<file path="src/rtl/mips_mc_controller.sv">
// Multicycle control unit for the TinyMIPS core: width-scaled instruction fetch,
// mem_ready-stalled memory states, internal PC enable and a retired-instruction counter.
module mips_mc_controller #(
   parameter int WIDTH           = 8,
   parameter int INSTR_BITS      = 32,
   parameter int HALT_ON_ILLEGAL = 1,
   parameter int CNT_W           = 16,
   localparam int BEATS          = INSTR_BITS / WIDTH
) (
   input  logic             clk,
   input  logic             rst,
   input  logic [5:0]       op,
   input  logic             zero,
   input  logic             mem_ready,
   output logic             memread,
   output logic             memwrite,
   output logic             iord,
   output logic [BEATS-1:0] irwrite,
   output logic             alusrca,
   output logic [1:0]       alusrcb,
   output logic [1:0]       aluop,
   output logic [1:0]       pcsource,
   output logic             pcen,
   output logic             regwrite,
   output logic             regdst,
   output logic             memtoreg,
   output logic             halted,
   output logic             instr_done,
   output logic [CNT_W-1:0] retire_count,
   output logic [3:0]       state_dbg
);

   localparam int BEAT_W = (BEATS > 1) ? $clog2(BEATS) : 1;
   localparam logic [BEAT_W-1:0] BEAT_LAST = BEAT_W'(BEATS - 1);
   localparam logic [BEATS-1:0]  LANE0     = BEATS'(1);

   localparam logic [5:0] OP_LB    = 6'b100000;
   localparam logic [5:0] OP_SB    = 6'b101000;
   localparam logic [5:0] OP_RTYPE = 6'b000000;
   localparam logic [5:0] OP_BEQ   = 6'b000100;
   localparam logic [5:0] OP_J     = 6'b000010;
   localparam logic [5:0] OP_ADDI  = 6'b001000;

   typedef enum logic [3:0] {
      FETCH  = 4'd0,
      DECODE = 4'd1,
      MEMADR = 4'd2,
      MEMRD  = 4'd3,
      MEMWB  = 4'd4,
      MEMWR  = 4'd5,
      RTEX   = 4'd6,
      RTWB   = 4'd7,
      ADDIEX = 4'd8,
      ADDIWB = 4'd9,
      BEQEX  = 4'd10,
      JEX    = 4'd11,
      HALT   = 4'd12
   } state_t;

   state_t            state;
   logic [BEAT_W-1:0] beat;
   logic              pcwrite;
   logic              branch;
   logic              legal;

   assign state_dbg = state;
   assign legal = (op == OP_LB) || (op == OP_SB) || (op == OP_RTYPE) ||
                  (op == OP_BEQ) || (op == OP_J) || (op == OP_ADDI);

   always_ff @(posedge clk) begin
      if (rst) begin
         state        <= FETCH;
         beat         <= '0;
         retire_count <= '0;
      end else begin
         if (instr_done) retire_count <= retire_count + 1'b1;
         case (state)
            FETCH:
               if (mem_ready) begin
                  if (beat == BEAT_LAST) begin
                     state <= DECODE;
                     beat  <= '0;
                  end else begin
                     beat <= beat + 1'b1;
                  end
               end
            DECODE:
               case (op)
                  OP_LB, OP_SB: state <= MEMADR;
                  OP_RTYPE:     state <= RTEX;
                  OP_BEQ:       state <= BEQEX;
                  OP_J:         state <= JEX;
                  OP_ADDI:      state <= ADDIEX;
                  default:      state <= (HALT_ON_ILLEGAL != 0) ? HALT : FETCH;
               endcase
            // Only LB and SB reach MEMADR, so SB alone selects the write path.
            MEMADR: state <= (op == OP_SB) ? MEMWR : MEMRD;
            MEMRD:  if (mem_ready) state <= MEMWB;
            MEMWR:  if (mem_ready) state <= FETCH;
            RTEX:   state <= RTWB;
            ADDIEX: state <= ADDIWB;
            MEMWB, RTWB, ADDIWB, BEQEX, JEX: state <= FETCH;
            HALT:   state <= HALT;
            default: state <= FETCH;
         endcase
      end
   end

   always_comb begin
      memread    = 1'b0;
      memwrite   = 1'b0;
      iord       = 1'b0;
      irwrite    = '0;
      alusrca    = 1'b0;
      alusrcb    = 2'b00;
      aluop      = 2'b00;
      pcsource   = 2'b00;
      regwrite   = 1'b0;
      regdst     = 1'b0;
      memtoreg   = 1'b0;
      halted     = 1'b0;
      instr_done = 1'b0;
      pcwrite    = 1'b0;
      branch     = 1'b0;
      case (state)
         FETCH: begin
            memread = 1'b1;
            alusrcb = 2'b01;
            if (mem_ready) begin
               irwrite = LANE0 << beat;
               pcwrite = 1'b1;
            end
         end
         DECODE: begin
            alusrcb = 2'b11;
            if (!legal && (HALT_ON_ILLEGAL == 0)) instr_done = 1'b1;
         end
         MEMADR, ADDIEX: begin
            alusrca = 1'b1;
            alusrcb = 2'b10;
         end
         MEMRD: begin
            memread = 1'b1;
            iord    = 1'b1;
         end
         MEMWB: begin
            regwrite   = 1'b1;
            memtoreg   = 1'b1;
            instr_done = 1'b1;
         end
         MEMWR: begin
            memwrite   = 1'b1;
            iord       = 1'b1;
            instr_done = mem_ready;
         end
         RTEX: begin
            alusrca = 1'b1;
            aluop   = 2'b10;
         end
         RTWB: begin
            regwrite   = 1'b1;
            regdst     = 1'b1;
            instr_done = 1'b1;
         end
         ADDIWB: begin
            regwrite   = 1'b1;
            instr_done = 1'b1;
         end
         BEQEX: begin
            alusrca    = 1'b1;
            aluop      = 2'b01;
            pcsource   = 2'b01;
            branch     = 1'b1;
            instr_done = 1'b1;
         end
         JEX: begin
            pcsource   = 2'b10;
            pcwrite    = 1'b1;
            instr_done = 1'b1;
         end
         HALT: halted = 1'b1;
         default: ;
      endcase
      pcen = pcwrite | (branch & zero);
      // A reset cycle must not commit anything: suppress every write strobe.
      if (rst) begin
         irwrite    = '0;
         pcen       = 1'b0;
         memwrite   = 1'b0;
         regwrite   = 1'b0;
         instr_done = 1'b0;
      end
   end

endmodule

</file>
<file path="config.mk">
export PLATFORM = sky130hd
export DESIGN_NAME = mips_mc_controller
export DESIGN_NICKNAME = d
export VERILOG_FILES = /design/src/rtl/mips_mc_controller.sv
export SDC_FILE = /design/constraint.sdc
export NUM_CORES = 1
export LEC_CHECK = 0
export ABC_CLOCK_PERIOD_IN_PS = 4860
export CAP_MARGIN = 20
export CORE_MARGIN = 10
export CORE_UTILIZATION = 49
export CTS_CLUSTER_DIAMETER = 80
export DETAILED_ROUTE_END_ITERATION = 8
export PLACE_DENSITY = 0.85
export RECOVER_POWER = 25
export SETUP_SLACK_MARGIN = 0.05
export SLEW_MARGIN = 20
export SYNTH_ARGS = -nofsm -noshare
export SYNTH_HDL_FRONTEND = slang
export SYNTH_SLANG_ARGS = --single-unit
</file>
<file path="constraint.sdc">
create_clock -name clk -period 4.86 [get_ports clk]
set_clock_uncertainty 0.15 [all_clocks]
set_input_delay 0.972 -clock clk [delete_from_list [all_inputs] [get_ports clk]]
set_output_delay 0.972 -clock clk [all_outputs]
set_load 0.02 [all_outputs]
</file>
==> results of run 1 <==
## stage by stage
stage	setup WS [ns]	total power, W	cell area, sq um	utilization (%)
after floorplan	1.74	0.000214	1510	-
after global placement	0.931	0.000235	1980	66.1
after detailed placement	0.896	0.000236	1980	66.1
after CTS	0.901	0.000381	2040	67.8
after global routing	0.731	0.000392	2040	67.8
final	0.823	0.000375	2040	67.8
## cells by family (layout without fill, tap and decap cells)
group	Yosys count	after routing	synth area share, %
compound gates	49	49	20.6
xor+xnor	1	1	0.581
fa+ha+maj	5	5	4.15
buf+inv	22	61	6.22
flops	22	22	29.2
mux	4	4	2.82
simple gates	97	97	36.5
## worst min-delay path: cells and delay by family (launching register included)
| family | cells | cell delay [ns] |
|---|---|---|
| AO/OA/AOI/OAI | 2 | 0.11 |
| flip-flops | 1 | 0.34 |
## routing by layer
layer	part of all wire (%)	vias to the layer above	track usage [%]
li1	-	821	-
met1	43	761	16.9
met2	50	53	24.2
met3	6.4	4	2.86
met4	0.88	0	3.92
met5	0	-	0
## power breakdown
group	internal [W]	switching [W]
logic	0.0000215	0.0000235
registers	0.000182	0.00000400
clock network	0.0000834	0.0000604
total	0.000287	0.0000878
## cell usage in the layout (no fill, tap or decap), drive strengths merged, types with 4 or more instances in the layout
master,instances
a21oi,20
inv,6
dfxtp,22
nand2,12
ha,5
clkdlybuf4s50,35
dlygate4sd3,14
or4,10
or3,4
nand4,5
o21ai,6
nor2,18
o31ai,10
nand2b,8
nand3,7
nor2b,6
and3,4
nor3,5
and2,4
## worst min path at each step
stage | from | endpoint | slack [ns] | cells past startpoint
after global placement | retire_count[15] | retire_count[15] | 0.31 | 2
after CTS | retire_count[15] | retire_count[15] | 0.34 | 2
after global routing | retire_count[15] | retire_count[15] | 0.37 | 2
after floorplan | beat[0] | beat[0] | 0.32 | 2
final | retire_count[15] | retire_count[15] | 0.33 | 2
after detailed placement | retire_count[15] | retire_count[15] | 0.32 | 2
## final cells by class
type | instances | area, sq um | share of cell area, %
clock buffer | 3 | 22.5 | 1.11
clock inverter | 1 | 30.0 | 1.47
inverter | 6 | 22.5 | 1.11
multi-input combinational | 156 | 975 | 47.9
sequential | 22 | 440 | 21.6
tap | 33 | 41.3 | 2.03
timing repair buffer | 51 | 505 | 24.8
## synthesized netlist by cell type (2+ instances only)
cell	count	area share, %
and3_1	4	1.7
o21ai_0	2	0.66
nand4_1	5	2.1
o211ai_1	2	0.99
clkbuf_1	9	2.2
nor3_1	5	1.7
a211oi_1	3	1.5
and4_1	2	1.2
nand3_1	7	2.3
nand2_1	12	3.0
buf_2	3	0.99
nand2b_1	8	3.3
buf_4	2	0.99
mux2_1	2	1.5
a31oi_1	2	0.83
ha_1	5	4.1
a21oi_1	20	6.6
nor2b_1	6	2.5
inv_1	6	1.5
o31ai_1	10	5.0
or4b_1	2	1.3
or3_1	4	1.7
mux2i_1	2	1.3
dfxtp_1	22	29
and2_1	4	1.7
nor3b_1	3	1.5
nor4_1	3	1.2
nor2_1	18	4.5
nand3b_1	2	0.99
o21ai_1	4	1.3
buf_1	2	0.50
or4_1	10	5.0
## flip-flops by register name (all words and copies together) (netlist names)
register and count:
retire_count 16, state_dbg 4, beat 2
==> run metrics, run 1 <==
status=finished clean; Hold Path Class=register to register; Reg clk slew, reported paths=~0.13 ns; first-pass GRT wire length=6450 um; RR Endpoint=retire_count[10]; Post-synth top flop=dfxtp_1; RD Place Congestion=about 0.8; fillers=268; Synth Warn #=0; largest net degree at the start of global routing=29; VDD IR max=0.133 mV; I/O pins=50; Synth Instances=200; Rel. slew slack=51.1%; Slew Limit Fails=0; mapped cell area=1510 sq um; vias in the first global route=1375; Leakage=roughly 0.71 nW; initial antenna violation count=0; Final nets=255; flop-to-flop setup slack=around 2.3 ns; fin crit period=4.04 ns; Pre-antenna DRT Iters=5; CTS max path bufs=2; CTS root buffer=clkbuf_4; Seq/Total Area, Yosys=roughly 29%; I/O Buffers=49; CP Buf/Inv Count=2; Critical Path Max Stage Delay=a little over 0.7 ns; Post-DP HPWL=3080 um; max frequency=248 MHz; Avg WL per Cell=15.0 um; Post-synth EDFFs=0; Yosys cell types=41; syn_nets=215; fin cells=272; n_diodes=0; unrepaired setup endpoints after global routing=no; clock sink count=22; asr flop ratio synth=0%; Worst path depth=5; total track usage=around 14%; CTS buffer count=3; #FFs+latches synth=22; via/cell ratio=between 6 and 7; Critical path origin=mem_ready; r2r startpoint=state_dbg[0]; drt drc=0; Critical Path Sink=instr_done; initial DRC count=98; crit path launch type=input port; die width=approximately 75 um; setup TNS=0 ns; critical path endpoint category=primary output; Clock Latency Late Sink=~0.32 ns; routed vias=1639; slowest stage cell, crit path=dlygate4sd3_1; num rows=20; crit-path cells=dlygate4sd3_1 > nor3b_1 > o32a_1 > nor2_1 > clkdlybuf4s50_1; final setup fails=0; arrival time at the worst endpoint=2.92 ns; final wirelength=4080 um; post-CTS sizing=0; post-placement cell count=268; critical setup path kind=input port to primary output; area of the core=3000 sq um; Post-CTS Setup Repair Bufs=0; total power divided by cell area=184 nW/um^2; post-route antenna net violation count=0; Die Y=75.5 um; starting density of the core=50.2%; # H-tree levels=1; slew at the pin with the worst max-slew slack=0.732 ns; Area Overhead vs Synth=35.0%; grt ovf=0; CP Max Fanout=8; CTS tree=built; Hold Buf Count CTS=0; proportion of layout cells with a drive suffix above 1=under 10%; Avg Inst Size Synth=7.54 sq um; Hold Fails Final Rpt=0; die area=5700 sq um; FF-to-FF path depth=5; CP top delay family=buffers and inverters; Max-Cap Viols=0; Hold WS=0.335 ns; Required @ worst endpoint=roughly 3.7 ns; Tcrit/Tclk final=83.1%
No activity file was read; power rests on OpenSTA's default activity.
==> run 2, diff against run 1 <==
- ABC_CLOCK_PERIOD_IN_PS: 4860 -> 3800
- CORE_UTILIZATION: 49 -> 46
- PLACE_DENSITY: 0.85 -> 0.8
- clock period: 4.86 -> 3.8 ns (I/O delays scaled with it)
==> run metrics, run 2 (same netlist as run 1, synthesis figures left out) <==
final wirelength=4120 um; CTS tree=built; Avg WL per Cell=around 14 um; internal power=0.000320 W; clock share of power=30.2%; post-CTS sizing=0; Top reg by flops=retire_count; total track usage=13.3%; arrival time at the worst endpoint=2.61 ns; Die Y=77.3 um; RD Place Congestion=around 0.83; CTS max path bufs=2; grt ovf=0; Final nets=258; initial DRC count=68; I/O Buffers=49; fin util=66.3%; Leakage=0.722 nW; part of the power in registers=55.9%; Rel. slew slack=between 50% and 60%; Pre-antenna DRT Iters=4; n_diodes=0; Max-Cap Viols=0; Hold Fails Final Rpt=0; final setup fails=0; die width=77.3 um; via/cell ratio=about 5.8; first-pass GRT wire length=6980 um; Hold Buf Count CTS=0; Placed Area=2020 sq um; Required @ worst endpoint=2.89 ns; slowest stage cell, crit path=clkdlybuf4s50_1; Tcrit/Tclk final=between 90% and 100%; Slew Limit Fails=0; post-route antenna net violation count=0; commonest non-fill, non-tap cell in the layout=clkdlybuf4s50_1; die area=5970 sq um; max frequency=284 MHz; routed vias=about 1700; largest net degree at the start of global routing=29; CP top delay family=buffers and inverters; fin cells=286; Clock Latency Late Sink=a little over 0.3 ns; num rows=20; crit path launch type=input port; Hold Path Class=register to register; Net Sw Frac=24.8%; Comb pwr share=13.8%; Reg clk slew, reported paths=roughly 0.13 ns; unrepaired setup endpoints after global routing=no; Post-CTS Setup Repair Bufs=0; critical setup path kind=input port to primary output; # H-tree levels=1; Hold WS=roughly 0.34 ns; most frequent cells in the layout=clkdlybuf4s50_1, dfxtp_1, a21oi_1; CTS buffer count=3; VDD IR max=0.113 mV; CP Max Fanout=8; slew at the pin with the worst max-slew slack=0.635 ns; total power divided by cell area=207 nW/um^2; I/O pins=50; vias in the first global route=1566; critical path endpoint category=primary output; proportion of layout cells with a drive suffix above 1=3.72%; starting density of the core=48.6%; Area Overhead vs Synth=36.3%; CTS root buffer=clkbuf_4; Post-DP HPWL=around 3100 um; crit-path cells=clkdlybuf4s50_1 > nor3b_1 > o32a_1 > nor2_1 > clkdlybuf4s50_1; setup TNS=0 ns; CP Buf/Inv Count=2; status=finished clean; fin crit period=3.52 ns; flop-to-flop setup slack=1.21 ns; Largest register FFs=16; Final Cell Area=2060 sq um; post-placement cell count=roughly 280; Critical Path Max Stage Delay=roughly 0.62 ns; most used cell, CP=clkdlybuf4s50_1; initial antenna violation count=0; P_sw=0.000106 W; clock sink count=22; drt drc=0; area of the core=3100 sq um
==> run 2: cell type report <==
| type | instances | area [sq um] |
|---|---|---|
| fillers | 303 | 1050 |
| multi-input cells | 156 | 975 |
| repair buffers | 54 | 528 |
| flip-flops and latches | 22 | 440 |
| well taps | 44 | 55.1 |
| clock buffers | 4 | 36.3 |
| inverters | 6 | 22.5 |
==> run 2: worst paths after layout <==
| check | startpoint | to | cells past startpoint |
|---|---|---|---|
| setup / recovery | mem_ready | instr_done | 5 |
| hold / removal | retire_count[15] | retire_count[15] | 2 |
| setup reg to reg | state_dbg[0] | retire_count[10] | 5 |
| hold reg to reg | retire_count[15] | retire_count[15] | 2 |
==> run 2: power groups by stage <==
stage | combinational [W] | clock, W | sequential [W]
after floorplan | 0.0000321 | 0 | 0.000241
after global placement | 0.0000587 | 0 | 0.000243
after detailed placement | 0.0000593 | 0 | 0.000243
after CTS | 0.0000597 | 0.000132 | 0.000238
after global routing | 0.0000663 | 0.000140 | 0.000239
final | 0.0000589 | 0.000129 | 0.000238
==> run 2: per-layer routing <==
layer	global-route usage [%]	vias to the layer above	wire [um]
li1	-	826	-
met1	14.8	784	1720
met2	23.7	42	2110
met3	4.08	4	247
met4	3.47	0	36
met5	0	-	0
==> run 2: worst min-delay path, cell delays in order (launching register included) <==
cell and delay, ns:
dfxtp_1 0.34, o31ai_1 0.06, a21oi_1 0.06
==> run 2: stage by stage <==
stage / total power (W) / worst slack (ns)
after detailed placement: 0.000303 / 0.258
after floorplan: 0.000274 / 1.11
after global placement: 0.000302 / 0.283
after CTS: 0.000430 / 0.256
after global routing: 0.000445 / 0.115
final: 0.000426 / 0.276
==> run 3, diff against run 2 <==
- ABC_CLOCK_PERIOD_IN_PS: 3800 -> 3200
- CORE_UTILIZATION: 46 -> 41
- PLACE_DENSITY: 0.8 -> 0.76
- clock period: 3.8 -> 3.2 ns (I/O delays scaled with it)
==> run metrics, run 3 (same netlist as run 1, synthesis figures left out) <==
grt ovf=0; most frequent cells in the layout=clkdlybuf4s50_1, dfxtp_1, a21oi_1; Hold Path Sink=retire_count[13]; worst hold stages=2; # H-tree levels=1; I/O Buffers=49; CTS max path bufs=2; Placed Area=2050 sq um; RD Place Congestion=about 0.84; critical path endpoint category=primary output; via/cell ratio=5.65; arrival time at the worst endpoint=2.25 ns; Reg clk slew, reported paths=about 0.080 ns; max frequency=329 MHz; area of the core=3440 sq um; starting density of the core=a little over two fifths; Tcrit/Tclk final=between 90% and 100%; commonest non-fill, non-tap cell in the layout=clkdlybuf4s50_1; Hold Startpoint=retire_count[13]; Final Cell Area=2120 sq um; Hold Path Class=register to register; Post-DP HPWL=3190 um; setup TNS=0 ns; slew at the pin with the worst max-slew slack=0.523 ns; RR Endpoint=retire_count[10]; Area Overhead vs Synth=40.5%; FF-to-FF path depth=5; CP Max Fanout=5; die width=80.7 um; Largest register FFs=16; clock share of power=42.3%; total track usage=about 13%; Hold Fails Final Rpt=0; Die Y=80.7 um; internal power=0.000479 W; die area=between 6000 and 7000 sq um; unrepaired setup endpoints after global routing=no; VDD IR max=between 0.3 and 0.4 mV; Required @ worst endpoint=2.41 ns; Clock Latency Late Sink=about 0.26 ns; fin crit period=3.04 ns; Net Sw Frac=21.9%; routed vias=1643; Max-Cap Viols=0; Post-CTS Setup Repair Bufs=0; r2r startpoint=state_dbg[0]; Rel. slew slack=65.1%; CTS buffer count=3; Pre-antenna DRT Iters=5; num rows=21; initial DRC count=98; drt drc=0; post-route antenna net violation count=0; n_diodes=0; vias in the first global route=1476; Avg WL per Cell=14.4 um; Comb pwr share=11.8%; first-pass GRT wire length=between 6000 and 7000 um; initial antenna violation count=0; clock sink count=22; Slew Limit Fails=0; P_sw=0.000134 W; flop-to-flop setup slack=roughly 0.86 ns; part of the power in registers=46.0%; Top reg by flops=retire_count; critical setup path kind=input port to primary output; CTS tree=built; final setup fails=0; largest net degree at the start of global routing=29; I/O pins=50; total power divided by cell area=289 nW/um^2; status=finished clean; Final nets=about 260; fin util=61.6%; Leakage=0.787 nW; proportion of layout cells with a drive suffix above 1=4.90%; CTS root buffer=clkbuf_8; crit path launch type=input port; final wirelength=4200 um
[run 3: cell types whose count changed in the layout (fill, tap and decap cells not counted), moves of 2 or more]
cell             previous run  this run
buf_4                       5         7
clkdlybuf4s50_1            36        33
clkbuf_8                    1         3
dlymetal6s2s_1              0         2
clkbuf_4                    3         0
[run 3: worst max-delay path, cell delays in order]
cell and delay (ns):
clkdlybuf4s50_1 0.56, nand4_1 0.15, nor2_2 0.16, and2_1 0.14
clkdlybuf4s50_1 0.60
[run 3: per-stage QoR]
step / power, W / setup slack [ns] / hold slack (ns) / cells
6_report: 0.000613 / 0.158 / 0.340 / 291
3_3_place_gp: 0.000361 / 0.0136 / 0.318 / 287
2_1_floorplan: 0.000325 / 0.660 / 0.324 / 200
5_1_grt: 0.000642 / 0.0512 / 0.356 / 291
4_1_cts: 0.000621 / 0.0721 / 0.350 / 291
3_5_place_dp: 0.000362 / 0.0115 / 0.337 / 287
[run 3: timing repair]
| action | CTS | global route |
|---|---|---|
| setup endpoints to repair | 1 | 5 |
| resized for setup | 1 | 3 |
| hold buffers | 0 | 0 |
| hold endpoints to repair | 0 | 0 |
[run 3: cell type report]
cell class / instances / area (sq um)
timing repair buffer: 57 / 551
tap: 46 / 57.6
multi-input combinational: 156 / 977
clock buffer: 3 / 41.3
fill: 330 / 1320
inverter: 6 / 22.5
sequential: 22 / 440
clock inverter: 1 / 30.0
[run 3: how the worst max path moves through the flow]
stage / cells after the start / end / slack (ns) / start
3_3_place_gp: 5 / instr_done / 0.01 / mem_ready
3_5_place_dp: 5 / instr_done / 0.01 / mem_ready
2_1_floorplan: 4 / pcen / 0.66 / state_dbg[1]
4_1_cts: 5 / pcen / 0.07 / mem_ready
6_report: 5 / irwrite[3] / 0.16 / mem_ready
5_1_grt: 5 / irwrite[3] / 0.05 / mem_ready
[run 3: power groups by stage]
stage	clock network, W	logic, W	registers, W
finish	0.000259	0.0000720	0.000282
global route	0.000278	0.0000811	0.000283
CTS	0.000265	0.0000741	0.000282
detailed placement	0	0.0000738	0.000288
global placement	0	0.0000729	0.000288
floorplan	0	0.0000381	0.000287
[run 3: per-layer routing]
metal,up-vias,part of all wire [%],GRT usage [%]
met5,-,0,0
met4,0,0.74,2.08
met3,2,5.3,3.12
met2,39,51,22.5
met1,777,43,15.1
li1,825,-,-
